**config.mk**
```make
export PLATFORM = sky130hd
export DESIGN_NAME = rom_port_arbiter
export DESIGN_NICKNAME = d
export VERILOG_FILES = /design/src/rtl/rom_port_arbiter.sv
export SDC_FILE = /design/constraint.sdc
export NUM_CORES = 1
export LEC_CHECK = 0
export BUFFER_PORTS_ARGS = -buffer_cell sky130_fd_sc_hd__buf_2
export CORE_MARGIN = 2
export CORE_UTILIZATION = 35
export DETAILED_ROUTE_END_ITERATION = 7
export MAX_ROUTING_LAYER = met4
export PLACE_DENSITY = 0.68
export SYNTH_ARGS = -nofsm -noshare
export SYNTH_HDL_FRONTEND = slang
export SYNTH_SLANG_ARGS = --single-unit
```
**constraint.sdc**
```tcl
create_clock -name clk_sys_i -period 2.1 [get_ports clk_sys_i]
set_clock_uncertainty 0.05 [all_clocks]
set_input_delay 0.105 -clock clk_sys_i [delete_from_list [all_inputs] [get_ports clk_sys_i]]
set_output_delay 0.105 -clock clk_sys_i [all_outputs]
set_load 0.1 [all_outputs]
```
**src/rtl/rom_port_arbiter.sv**
```systemverilog
// Purpose : shares one 16-bit ROM port between the download packer, the main CPU fetch and the sound CPU fetch.
// Latency : a read pulses *_valid the cycle after mem_ack; a held-word hit pulses one cycle after its strobe.
// Backpres: mem_req holds until mem_ack; one pending slot per requester, and a word completing into a full write slot is dropped and flagged.
//
// Ports (suffix _i input, _o output):
//   clk_sys_i, reset_i                  clock, synchronous active-high reset
//   dl_active_i/dl_wr_i/dl_addr_i/dl_data_i, dl_overrun_o   download byte stream
//   cpu_rd_i/cpu_addr_i/cpu_do_o/cpu_valid_o                main CPU fetch
//   snd_rd_i/snd_vma_i/snd_addr_i/snd_do_o/snd_valid_o      sound CPU fetch
//   mem_req_o/mem_we_o/mem_be_o/mem_addr_o/mem_din_o/mem_dout_i/mem_ack_i  ROM port
// Optional feature macro: WORD_CACHE_EN (one held word + tag per reader).
module rom_port_arbiter #(
    parameter int MEM_AW = 16,
    parameter int CPU_AW = 16,
    parameter int SND_AW = 14,
    parameter logic [MEM_AW-1:0] SND_BASE = 16'h8000
) (
    input  logic              clk_sys_i,
    input  logic              reset_i,
    input  logic              dl_active_i,
    input  logic              dl_wr_i,
    input  logic [MEM_AW:0]   dl_addr_i,
    input  logic [7:0]        dl_data_i,
    output logic              dl_overrun_o,
    input  logic              cpu_rd_i,
    input  logic [CPU_AW-1:0] cpu_addr_i,
    output logic [7:0]        cpu_do_o,
    output logic              cpu_valid_o,
    input  logic              snd_rd_i,
    input  logic              snd_vma_i,
    input  logic [SND_AW-1:0] snd_addr_i,
    output logic [7:0]        snd_do_o,
    output logic              snd_valid_o,
    output logic              mem_req_o,
    output logic              mem_we_o,
    output logic [1:0]        mem_be_o,
    output logic [MEM_AW-1:0] mem_addr_o,
    output logic [15:0]       mem_din_o,
    input  logic [15:0]       mem_dout_i,
    input  logic              mem_ack_i
);

    localparam logic [1:0] S_IDLE   = 2'd0;
    localparam logic [1:0] S_DL_WR  = 2'd1;
    localparam logic [1:0] S_CPU_RD = 2'd2;
    localparam logic [1:0] S_SND_RD = 2'd3;

    logic [1:0]        state_q;
    logic              dl_act_q;
    logic [7:0]        lo_q;
    logic              lo_vld_q;
    logic [MEM_AW-1:0] lo_addr_q;
    logic              wr_pend_q;
    logic [MEM_AW-1:0] wr_addr_q;
    logic [15:0]       wr_din_q;
    logic [1:0]        wr_be_q;
    logic              overrun_q;
    logic              cpu_pend_q, snd_pend_q;
    logic [MEM_AW-1:0] cpu_waddr_q, snd_waddr_q;
    logic              cpu_sel_q, snd_sel_q;
    logic              last_cpu_q;
    logic              rd_sel_q;
    logic              mem_req_q, mem_we_q;
    logic [1:0]        mem_be_q;
    logic [MEM_AW-1:0] mem_addr_q;
    logic [15:0]       mem_din_q;
    logic [7:0]        cpu_do_q, snd_do_q;
    logic              cpu_valid_q, snd_valid_q;

    // Request decode
    logic              dl_rise, dl_fall, dl_even, dl_odd, flush, new_wr, wr_done, wr_full;
    logic [MEM_AW-1:0] new_wr_addr;
    logic [15:0]       new_wr_din;
    logic [1:0]        new_wr_be;
    logic [MEM_AW-1:0] cpu_waddr, snd_waddr;
    logic              snd_strobe;
    logic [7:0]        rd_byte;
    logic              cpu_hit, snd_hit;
    logic [7:0]        cpu_hit_byte, snd_hit_byte;

    assign dl_rise    = dl_active_i & ~dl_act_q;
    assign dl_fall    = ~dl_active_i & dl_act_q;
    assign dl_even    = dl_wr_i & ~dl_addr_i[0];
    assign dl_odd     = dl_wr_i & dl_addr_i[0];
    // An odd byte arriving on the falling edge pairs normally, so no flush then.
    assign flush      = dl_fall & lo_vld_q & ~dl_odd;
    assign new_wr     = dl_odd | flush;
    assign wr_done    = (state_q == S_DL_WR) & mem_ack_i;
    // The slot frees in its ack cycle, so a word completing right then is accepted.
    assign wr_full    = wr_pend_q & ~wr_done;
    assign new_wr_addr = dl_odd ? dl_addr_i[MEM_AW:1] : lo_addr_q;
    assign new_wr_din  = dl_odd ? {dl_data_i, lo_q} : {8'hFF, lo_q};
    assign new_wr_be   = dl_odd ? 2'b11 : 2'b01;
    assign cpu_waddr  = MEM_AW'(cpu_addr_i[CPU_AW-1:1]);
    assign snd_waddr  = SND_BASE + MEM_AW'(snd_addr_i[SND_AW-1:1]);
    assign snd_strobe = snd_rd_i & snd_vma_i;
    assign rd_byte    = rd_sel_q ? mem_dout_i[15:8] : mem_dout_i[7:0];

`ifdef WORD_CACHE_EN
    logic              cpu_hold_vld_q, snd_hold_vld_q;
    logic [MEM_AW-1:0] cpu_hold_tag_q, snd_hold_tag_q;
    logic [15:0]       cpu_hold_q, snd_hold_q;

    // Any write queued or in flight may alias a held word, so drop both.
    always_ff @(posedge clk_sys_i) begin
        if (reset_i || wr_pend_q || new_wr) begin
            cpu_hold_vld_q <= 1'b0;
            snd_hold_vld_q <= 1'b0;
            cpu_hold_tag_q <= '0;
            snd_hold_tag_q <= '0;
            cpu_hold_q     <= '0;
            snd_hold_q     <= '0;
        end else if (mem_ack_i && state_q == S_CPU_RD) begin
            cpu_hold_vld_q <= 1'b1;
            cpu_hold_tag_q <= mem_addr_q;
            cpu_hold_q     <= mem_dout_i;
        end else if (mem_ack_i && state_q == S_SND_RD) begin
            snd_hold_vld_q <= 1'b1;
            snd_hold_tag_q <= mem_addr_q;
            snd_hold_q     <= mem_dout_i;
        end
    end
`endif

    // A hit is only served while that requester has no fetch in flight,
    // so a hit pulse can never collide with an ack-driven pulse.
    always_comb begin
        cpu_hit      = 1'b0;
        snd_hit      = 1'b0;
        cpu_hit_byte = 8'h00;
        snd_hit_byte = 8'h00;
`ifdef WORD_CACHE_EN
        cpu_hit = cpu_hold_vld_q && (cpu_hold_tag_q == cpu_waddr) && !dl_active_i
                  && (state_q != S_CPU_RD) && !wr_pend_q;
        snd_hit = snd_hold_vld_q && (snd_hold_tag_q == snd_waddr) && !dl_active_i
                  && (state_q != S_SND_RD) && !wr_pend_q;
        cpu_hit_byte = cpu_addr_i[0] ? cpu_hold_q[15:8] : cpu_hold_q[7:0];
        snd_hit_byte = snd_addr_i[0] ? snd_hold_q[15:8] : snd_hold_q[7:0];
`endif
    end

    always_ff @(posedge clk_sys_i) begin
        if (reset_i) begin
            state_q     <= S_IDLE;
            dl_act_q    <= 1'b0;
            lo_q        <= '0;
            lo_vld_q    <= 1'b0;
            lo_addr_q   <= '0;
            wr_pend_q   <= 1'b0;
            wr_addr_q   <= '0;
            wr_din_q    <= '0;
            wr_be_q     <= '0;
            overrun_q   <= 1'b0;
            cpu_pend_q  <= 1'b0;
            snd_pend_q  <= 1'b0;
            cpu_waddr_q <= '0;
            snd_waddr_q <= '0;
            cpu_sel_q   <= 1'b0;
            snd_sel_q   <= 1'b0;
            last_cpu_q  <= 1'b0;
            rd_sel_q    <= 1'b0;
            mem_req_q   <= 1'b0;
            mem_we_q    <= 1'b0;
            mem_be_q    <= '0;
            mem_addr_q  <= '0;
            mem_din_q   <= '0;
            cpu_do_q    <= '0;
            snd_do_q    <= '0;
            cpu_valid_q <= 1'b0;
            snd_valid_q <= 1'b0;
        end else begin
            dl_act_q    <= dl_active_i;
            cpu_valid_q <= 1'b0;
            snd_valid_q <= 1'b0;

            // Byte packing
            if (dl_even) begin
                lo_q      <= dl_data_i;
                lo_vld_q  <= 1'b1;
                lo_addr_q <= dl_addr_i[MEM_AW:1];
            end else if (new_wr) begin
                lo_vld_q  <= 1'b0;
            end

            // Single-entry write slot
            if (wr_done) wr_pend_q <= 1'b0;
            if (new_wr) begin
                if (wr_full) begin
                    overrun_q <= 1'b1;
                end else begin
                    wr_pend_q <= 1'b1;
                    wr_addr_q <= new_wr_addr;
                    wr_din_q  <= new_wr_din;
                    wr_be_q   <= new_wr_be;
                end
            end

            // Port FSM
            case (state_q)
                S_IDLE: begin
                    if (wr_pend_q) begin
                        state_q    <= S_DL_WR;
                        mem_req_q  <= 1'b1;
                        mem_we_q   <= 1'b1;
                        mem_be_q   <= wr_be_q;
                        mem_addr_q <= wr_addr_q;
                        mem_din_q  <= wr_din_q;
                    end else if (!dl_active_i && (cpu_pend_q || snd_pend_q)) begin
                        mem_req_q <= 1'b1;
                        mem_we_q  <= 1'b0;
                        mem_be_q  <= 2'b11;
                        mem_din_q <= '0;
                        if (cpu_pend_q && (!snd_pend_q || !last_cpu_q)) begin
                            state_q    <= S_CPU_RD;
                            mem_addr_q <= cpu_waddr_q;
                            rd_sel_q   <= cpu_sel_q;
                            cpu_pend_q <= 1'b0;
                            last_cpu_q <= 1'b1;
                        end else begin
                            state_q    <= S_SND_RD;
                            mem_addr_q <= snd_waddr_q;
                            rd_sel_q   <= snd_sel_q;
                            snd_pend_q <= 1'b0;
                            last_cpu_q <= 1'b0;
                        end
                    end
                end
                default: begin
                    if (mem_ack_i) begin
                        state_q   <= S_IDLE;
                        mem_req_q <= 1'b0;
                        mem_we_q  <= 1'b0;
                        mem_be_q  <= '0;
                        if (state_q == S_CPU_RD && !dl_active_i) begin
                            cpu_do_q    <= rd_byte;
                            cpu_valid_q <= 1'b1;
                        end
                        if (state_q == S_SND_RD && !dl_active_i) begin
                            snd_do_q    <= rd_byte;
                            snd_valid_q <= 1'b1;
                        end
                    end
                end
            endcase

            // Strobes come after the grant so one landing on a grant or ack cycle stays pending.
            if (cpu_rd_i) begin
                if (cpu_hit) begin
                    cpu_do_q    <= cpu_hit_byte;
                    cpu_valid_q <= 1'b1;
                    cpu_pend_q  <= 1'b0;
                end else begin
                    cpu_pend_q  <= 1'b1;
                    cpu_waddr_q <= cpu_waddr;
                    cpu_sel_q   <= cpu_addr_i[0];
                end
            end
            if (snd_strobe) begin
                if (snd_hit) begin
                    snd_do_q    <= snd_hit_byte;
                    snd_valid_q <= 1'b1;
                    snd_pend_q  <= 1'b0;
                end else begin
                    snd_pend_q  <= 1'b1;
                    snd_waddr_q <= snd_waddr;
                    snd_sel_q   <= snd_addr_i[0];
                end
            end

            // Reads requested before a download starts are stale once it begins.
            if (dl_rise) begin
                cpu_pend_q <= 1'b0;
                snd_pend_q <= 1'b0;
            end
        end
    end

    assign dl_overrun_o = overrun_q;
    assign cpu_do_o     = cpu_do_q;
    assign cpu_valid_o  = cpu_valid_q;
    assign snd_do_o     = snd_do_q;
    assign snd_valid_o  = snd_valid_q;
    assign mem_req_o    = mem_req_q;
    assign mem_we_o     = mem_we_q;
    assign mem_be_o     = mem_be_q;
    assign mem_addr_o   = mem_addr_q;
    assign mem_din_o    = mem_din_q;

endmodule

```
==> results.tsv, run 1 <==
metric	value	unit
outcome	complete, no violations	
ys_top_cells_by_area	dfxtp_1 (51%), nand2_1 (7.9%), nor2_1 (7.0%)	
wl_per_cell	14.5	um
crit_start	dl_active_i	
area_growth	33.4	%
syn_inst	689	
nets	939	
clk_pin_slew	60	ps
grt_max_degree	57	
die-area	18100	um2
initial_core_util	35.9	%
netSwitchingPower	2.03	mW
antenna_found_initial	0	
ys_seq_area_share	51.3	%
max_freq	0.550	GHz
cts_tree	yes	
power.density	896	nW/um2
final.min_clock_period	1820	ps
hold_path_class	in2reg	
cts.sinks	153	
final_core_util	47.9	%
cts.htree.levels	4	
syn_nets	768	
finalCritPeriodShare	86.6	%
r2r_start	cpu_pend_q$_SDFFE_PP0P_	
slew_viol_final	0	
ys_seq_elements	153	
clk_latency	420	ps
syn_area	5970	um2
swShare	28.4	%
synth_top_area_share	51.3	%
syn_avg_cell_area	8.67	um2
grt_pass1_wl	25300	um
synth_common_cells	dfxtp_1 (153), nand2_1 (126), nor2_1 (111)	
relSlewSlack	53.1	%
finish.instance_area	7970	um2
synth-async-reset-ratio	0	%
clkPwrFrac	40.9	%
drtPass1Iterations	4	
whs_path_depth	3	
setup_viol	0	
rsz0062_at_grt	false	
cts_root_buffer	clkbuf_16	
drt.antenna.violating_nets	0	
seqPwrFrac	44.0	%
globalplace.congestion	0.776	
required	2390	ps
die_width	135	um
start_kind	primary input	
ioPinCount	134	
rows	47	
port_buffers	133	
remaining_drc_errors	0	
core-area	16600	um2
fin_tns_setup	0	ps
cts_resized	0	
p_leak	3.26	nW
die_h	135	um
cts_made_buffers	17	
gr-total-overflow	0	
ir_worst_vdd	0.537	mV
crit_type	in2reg	
grt_pass1_vias	4957	
n_fill_cell	1586	
p_int	5.11	mW
combPwrFrac	15.2	%
track_usage	18.3	%
crit_fanout	34	
yosys.area.top_type	dfxtp_1	
yosys_warnings	0	
final_layout_size_suffix_gt1_share	23.8	%
tightestPinTransition	700	ps
dp_hpwl	10500	um
min-delay-start	mem_dout_i[2]	
drt_iter0_markers	349	
num_antenna_cells	0	
finalHoldViolations	0	
maxCapViolCount	0	
via_per_inst	4.87	
cts_buffer_depth	2	
worst_slack	282	ps
cp-end-kind	flip-flop	
arrival	2110	ps
synth_edf_count	0	
place_area	6830	um2
rr_worst_depth	4	
synth_most_common_cell	dfxtp_1	
via_count	5325	
finalWirelength	15800	um
synth.distinct_cells	39	
synthFlopType	dfxtp_1	
dp_slack	388	ps
[kinds of logic after synthesis]
family / after synthesis / share of synthesized area [%]
AO/OA/AOI/OAI: 155 / 18.7
buffers and inverters: 60 / 4.69
flip-flops: 153 / 51.3
multiplexers: 33 / 5.53
AND/OR/NAND/NOR: 288 / 19.8
[through the flow]
stage / power (mW) / hold slack (ps) / cells
2_1_floorplan: 3.93 / 183 / 689
3_3_place_gp: 4.19 / 301 / 1005
3_5_place_dp: 4.20 / 295 / 1005
4_1_cts: 7.20 / 8.76 / 1093
5_1_grt: 7.42 / 33.2 / 1093
6_report: 7.14 / 13.6 / 1093
[cells in the final DEF (no fill, tap or decap), types with 2 or more instances in the layout]
master and count:
nor2_2 2, dfxtp_1 153, buf_4 18, buf_2 132, nor3_1 12, a311oi_1 3
a21oi_1 73, nand3_1 19, clkbuf_8 2, a221oi_1 2, nand2_1 126, mux2i_1 33
nor2_1 111, clkbuf_16 17, dlygate4sd3_1 56, a311oi_2 14, a22oi_1 16, a211o_1 13
nand3b_1 2, clkinv_4 6, a31oi_1 5, buf_12 2, a211oi_1 17, o21ai_0 4
clkinvlp_4 3, nor2b_1 9, inv_1 3
[layout make-up]
type                    count  area, um2  area share [%]
well taps                 220        275            3.46
multi-input cells         476       2640            33.2
clock inverters            12        119            1.49
clock buffers              20        457            5.73
inverters                   4       15.0           0.188
flip-flops and latches    153       3060            38.4
repair buffers            208       1400            17.5
[worst max-delay path: stages]
cell and delay (ps):
dlygate4sd3_1 570, buf_2 160, nand3b_1 290, a22oi_4 420, buf_12 250, nor2_1 80, a311oi_2 220
[sequential cells by signal, summed over array words and instances, names as in the netlist, 2 cells and up]
name,cells
wr_din_q,16
wr_addr_q,16
cpu_do_o,8
lo_addr_q,16
mem_addr_o,16
cpu_waddr_q,15
snd_do_o,8
snd_waddr_q,14
state_q,2
wr_be_q,2
mem_din_o,16
mem_be_o,2
lo_q,8
[routing by layer]
layer | GRT usage [%] | wire, um
met1 | 23.5 | 7470
met2 | 28.7 | 7350
met4 | 6.32 | 210
met3 | 4.02 | 780
met5 | - | 0
[path summary, 6_finish.rpt]
check,slack [ps],end
worst min-delay path,10,snd_do_o[2]$_SDFFE_PP0P_
worst max-delay path,280,wr_addr_q[4]$_SDFFE_PP0P_
worst max register to register,390,mem_addr_o[11]$_SDFFE_PP0P_
worst min register to register,400,snd_waddr_q[11]$_SDFFE_PP0P_
[power groups by stage]
stage	clock network, mW	registers [mW]	logic (mW)
floorplan	0	3.45	0.480
global placement	0	3.20	0.990
detailed placement	0	3.20	0.999
CTS	2.98	3.14	1.09
global route	3.10	3.15	1.17
finish	2.92	3.14	1.08
[what timing repair did]
item | CTS | global route
hold buffers | 56 | 0
hold endpoints to repair | 82 | 0
buffers inserted | 0 | 0
Power figures use the tool's default switching activity.
==> run 2, diff against run 1 <==
--- a/config.mk
+++ b/config.mk
@@ -11,6 +11,7 @@
 export DETAILED_ROUTE_END_ITERATION = 7
 export MAX_ROUTING_LAYER = met4
 export PLACE_DENSITY = 0.68
+export SLEW_MARGIN = 20
 export SYNTH_ARGS = -nofsm -noshare
 export SYNTH_HDL_FRONTEND = slang
 export SYNTH_SLANG_ARGS = --single-unit
==> constraint.sdc (replaced) <==
create_clock -name clk_sys_i -period 2.2 [get_ports clk_sys_i]
set_clock_uncertainty 0.05 [all_clocks]
set_input_delay 0.11 -clock clk_sys_i [delete_from_list [all_inputs] [get_ports clk_sys_i]]
set_output_delay 0.11 -clock clk_sys_i [all_outputs]
set_load 0.1 [all_outputs]
==> results.tsv, run 2 (synthesis gave the netlist of run 1 again) <==
metric	value	unit	change
outcome	complete, no violations		
cts_made_buffers	17		unchanged
globalplace.congestion	0.764		-1.5%
drt_iter0_markers	385		+10%
via_per_inst	4.87		about the same
min-delay-start	mem_dout_i[6]		
clk_pin_slew	60	ps	about the same
power	6.94	mW	-2.7%
die-area	18100	um2	unchanged
cts_root_buffer	clkbuf_16		
hold_ws	26.1	ps	+12.5 ps
die_width	135	um	unchanged
arrival	2240	ps	+130 ps
grt_max_degree	58		+1.8%
grt_pass1_vias	5033		+1.5%
rsz0062_at_grt	false		
antenna_found_initial	0		unchanged
nets	938		-0.11%
wl_per_cell	14.3	um	-0.82%
ir_worst_vdd	0.526	mV	-2.1%
finalCritPeriodShare	87.7	%	
crit_type	reg2reg		
required	2510	ps	+120 ps
drtPass1Iterations	4		unchanged
cts.sinks	153		unchanged
power.density	867	nW/um2	-3.2%
crit_fanout	18		-47%
use_met3	4.13	%	+0.11 points
cts_tree	yes		
relSlewSlack	53.4	%	+0.38 points
cts.htree.levels	4		unchanged
fin_tns_setup	0	ps	unchanged
p_leak	3.27	nW	+0.30%
cpPeakStageDelay	590	ps	+20 ps
final_cell_mix	dfxtp_1 (153), buf_2 (132), nand2_1 (126)		
max_freq	0.518	GHz	
clk_latency	420	ps	about the same
dp_hpwl	10600	um	+1.1%
remaining_drc_errors	0		unchanged
drt.antenna.violating_nets	0		unchanged
initial_core_util	35.9	%	unchanged
grt_use_met2	27.7	%	-1.0 points
cts_setup_buffers	0		unchanged
port_buffers	133		unchanged
num_antenna_cells	0		unchanged
start_kind	flip-flop		
setup_viol	0		unchanged
ioPinCount	134		unchanged
crit_start	wr_pend_q$_SDFF_PP0_		
crit_buf_inv	1		-2
use_met1	22.8	%	-0.63 points
cp-end-kind	flip-flop		
layout_commonest_cell	dfxtp_1		
hold_path_class	in2reg		
tightestPinTransition	694	ps	-5.65 ps
final.min_clock_period	1930	ps	
core-area	16600	um2	unchanged
grt_pass1_wl	24700	um	-2.3%
cp_cell_sequence	clkinvlp_4 > nor2_4 > a22oi_1 > nor2_1		
die_h	135	um	unchanged
area_growth	34.2	%	
slew_viol_final	0		unchanged
critical_path.top_delay_family	simple AND/OR/NAND/NOR gates		
cp_slowest_cell	dfxtp_1		
track_usage	17.8	%	-0.49 points
maxCapViolCount	0		unchanged
rows	47		unchanged
finalWirelength	15700	um	-0.91%
finalHoldViolations	0		unchanged
gr-total-overflow	0		unchanged
grt-busiest-layer	met2		
via_count	5321		-0.075%
r2r_start	wr_pend_q$_SDFF_PP0_		
cts_buffer_depth	2		unchanged
final_layout_size_suffix_gt1_share	24.0	%	+0.14 points
run 2: routing by layer:
metal | part of all wire (%) | wire length, um
met5 | 0 | 0
met4 | 2.1 | 325
met3 | 5.2 | 812
met2 | 46 | 7250
met1 | 46 | 7280
run 2: power breakdown:
part / switching, mW / total, mW / internal, mW
Sequential: 0.0964 / 3.01 / 2.91
Clock: 1.17 / 2.91 / 1.74
Combinational: 0.679 / 1.03 / 0.353
Total: 1.94 / 6.94 / 5.00
run 2: repair_timing:
action                                  CTS  global route
resized for setup                         0             1
hold buffers                             56             0
endpoints found under the setup margin    0            16
endpoints found under the hold margin    81             0
run 2: area by class of cell:
class / count / area (um2)
clock buffers: 19 / 453
clock inverters: 13 / 145
fillers: 1604 / 8630
inverters: 4 / 18.8
multi-input cells: 476 / 2640
flip-flops and latches: 153 / 3060
well taps: 220 / 275
repair buffers: 207 / 1410
run 2: worst min-delay path, stage by stage:
cell      delay [ps]
buf_2             80
mux2i_1           70
a211oi_1         190
run 2: path summary, 6_finish.rpt:
| check | endpoint | slack (ps) | depth (start not counted) |
|---|---|---|---|
| setup / recovery | mem_din_o[8]$_SDFFE_PP0P_ | 270 | 4 |
| setup reg to reg | mem_din_o[8]$_SDFFE_PP0P_ | 270 | 4 |
| hold / removal | snd_do_o[6]$_SDFFE_PP0P_ | 30 | 3 |
| hold reg to reg | mem_addr_o[2]$_SDFFE_PP0P_ | 400 | 2 |
run 2: stage by stage:
stage          util, %  setup WS [ps]  std cells  instance area (um2)
6_report          48.1            271       1092                 8010
5_1_grt           48.1           87.0       1092                 8010
4_1_cts           48.1           57.8       1092                 8010
3_5_place_dp      41.1           71.4       1004                 6850
3_3_place_gp      41.1            126       1004                 6850
2_1_floorplan        -            815        689                 5970
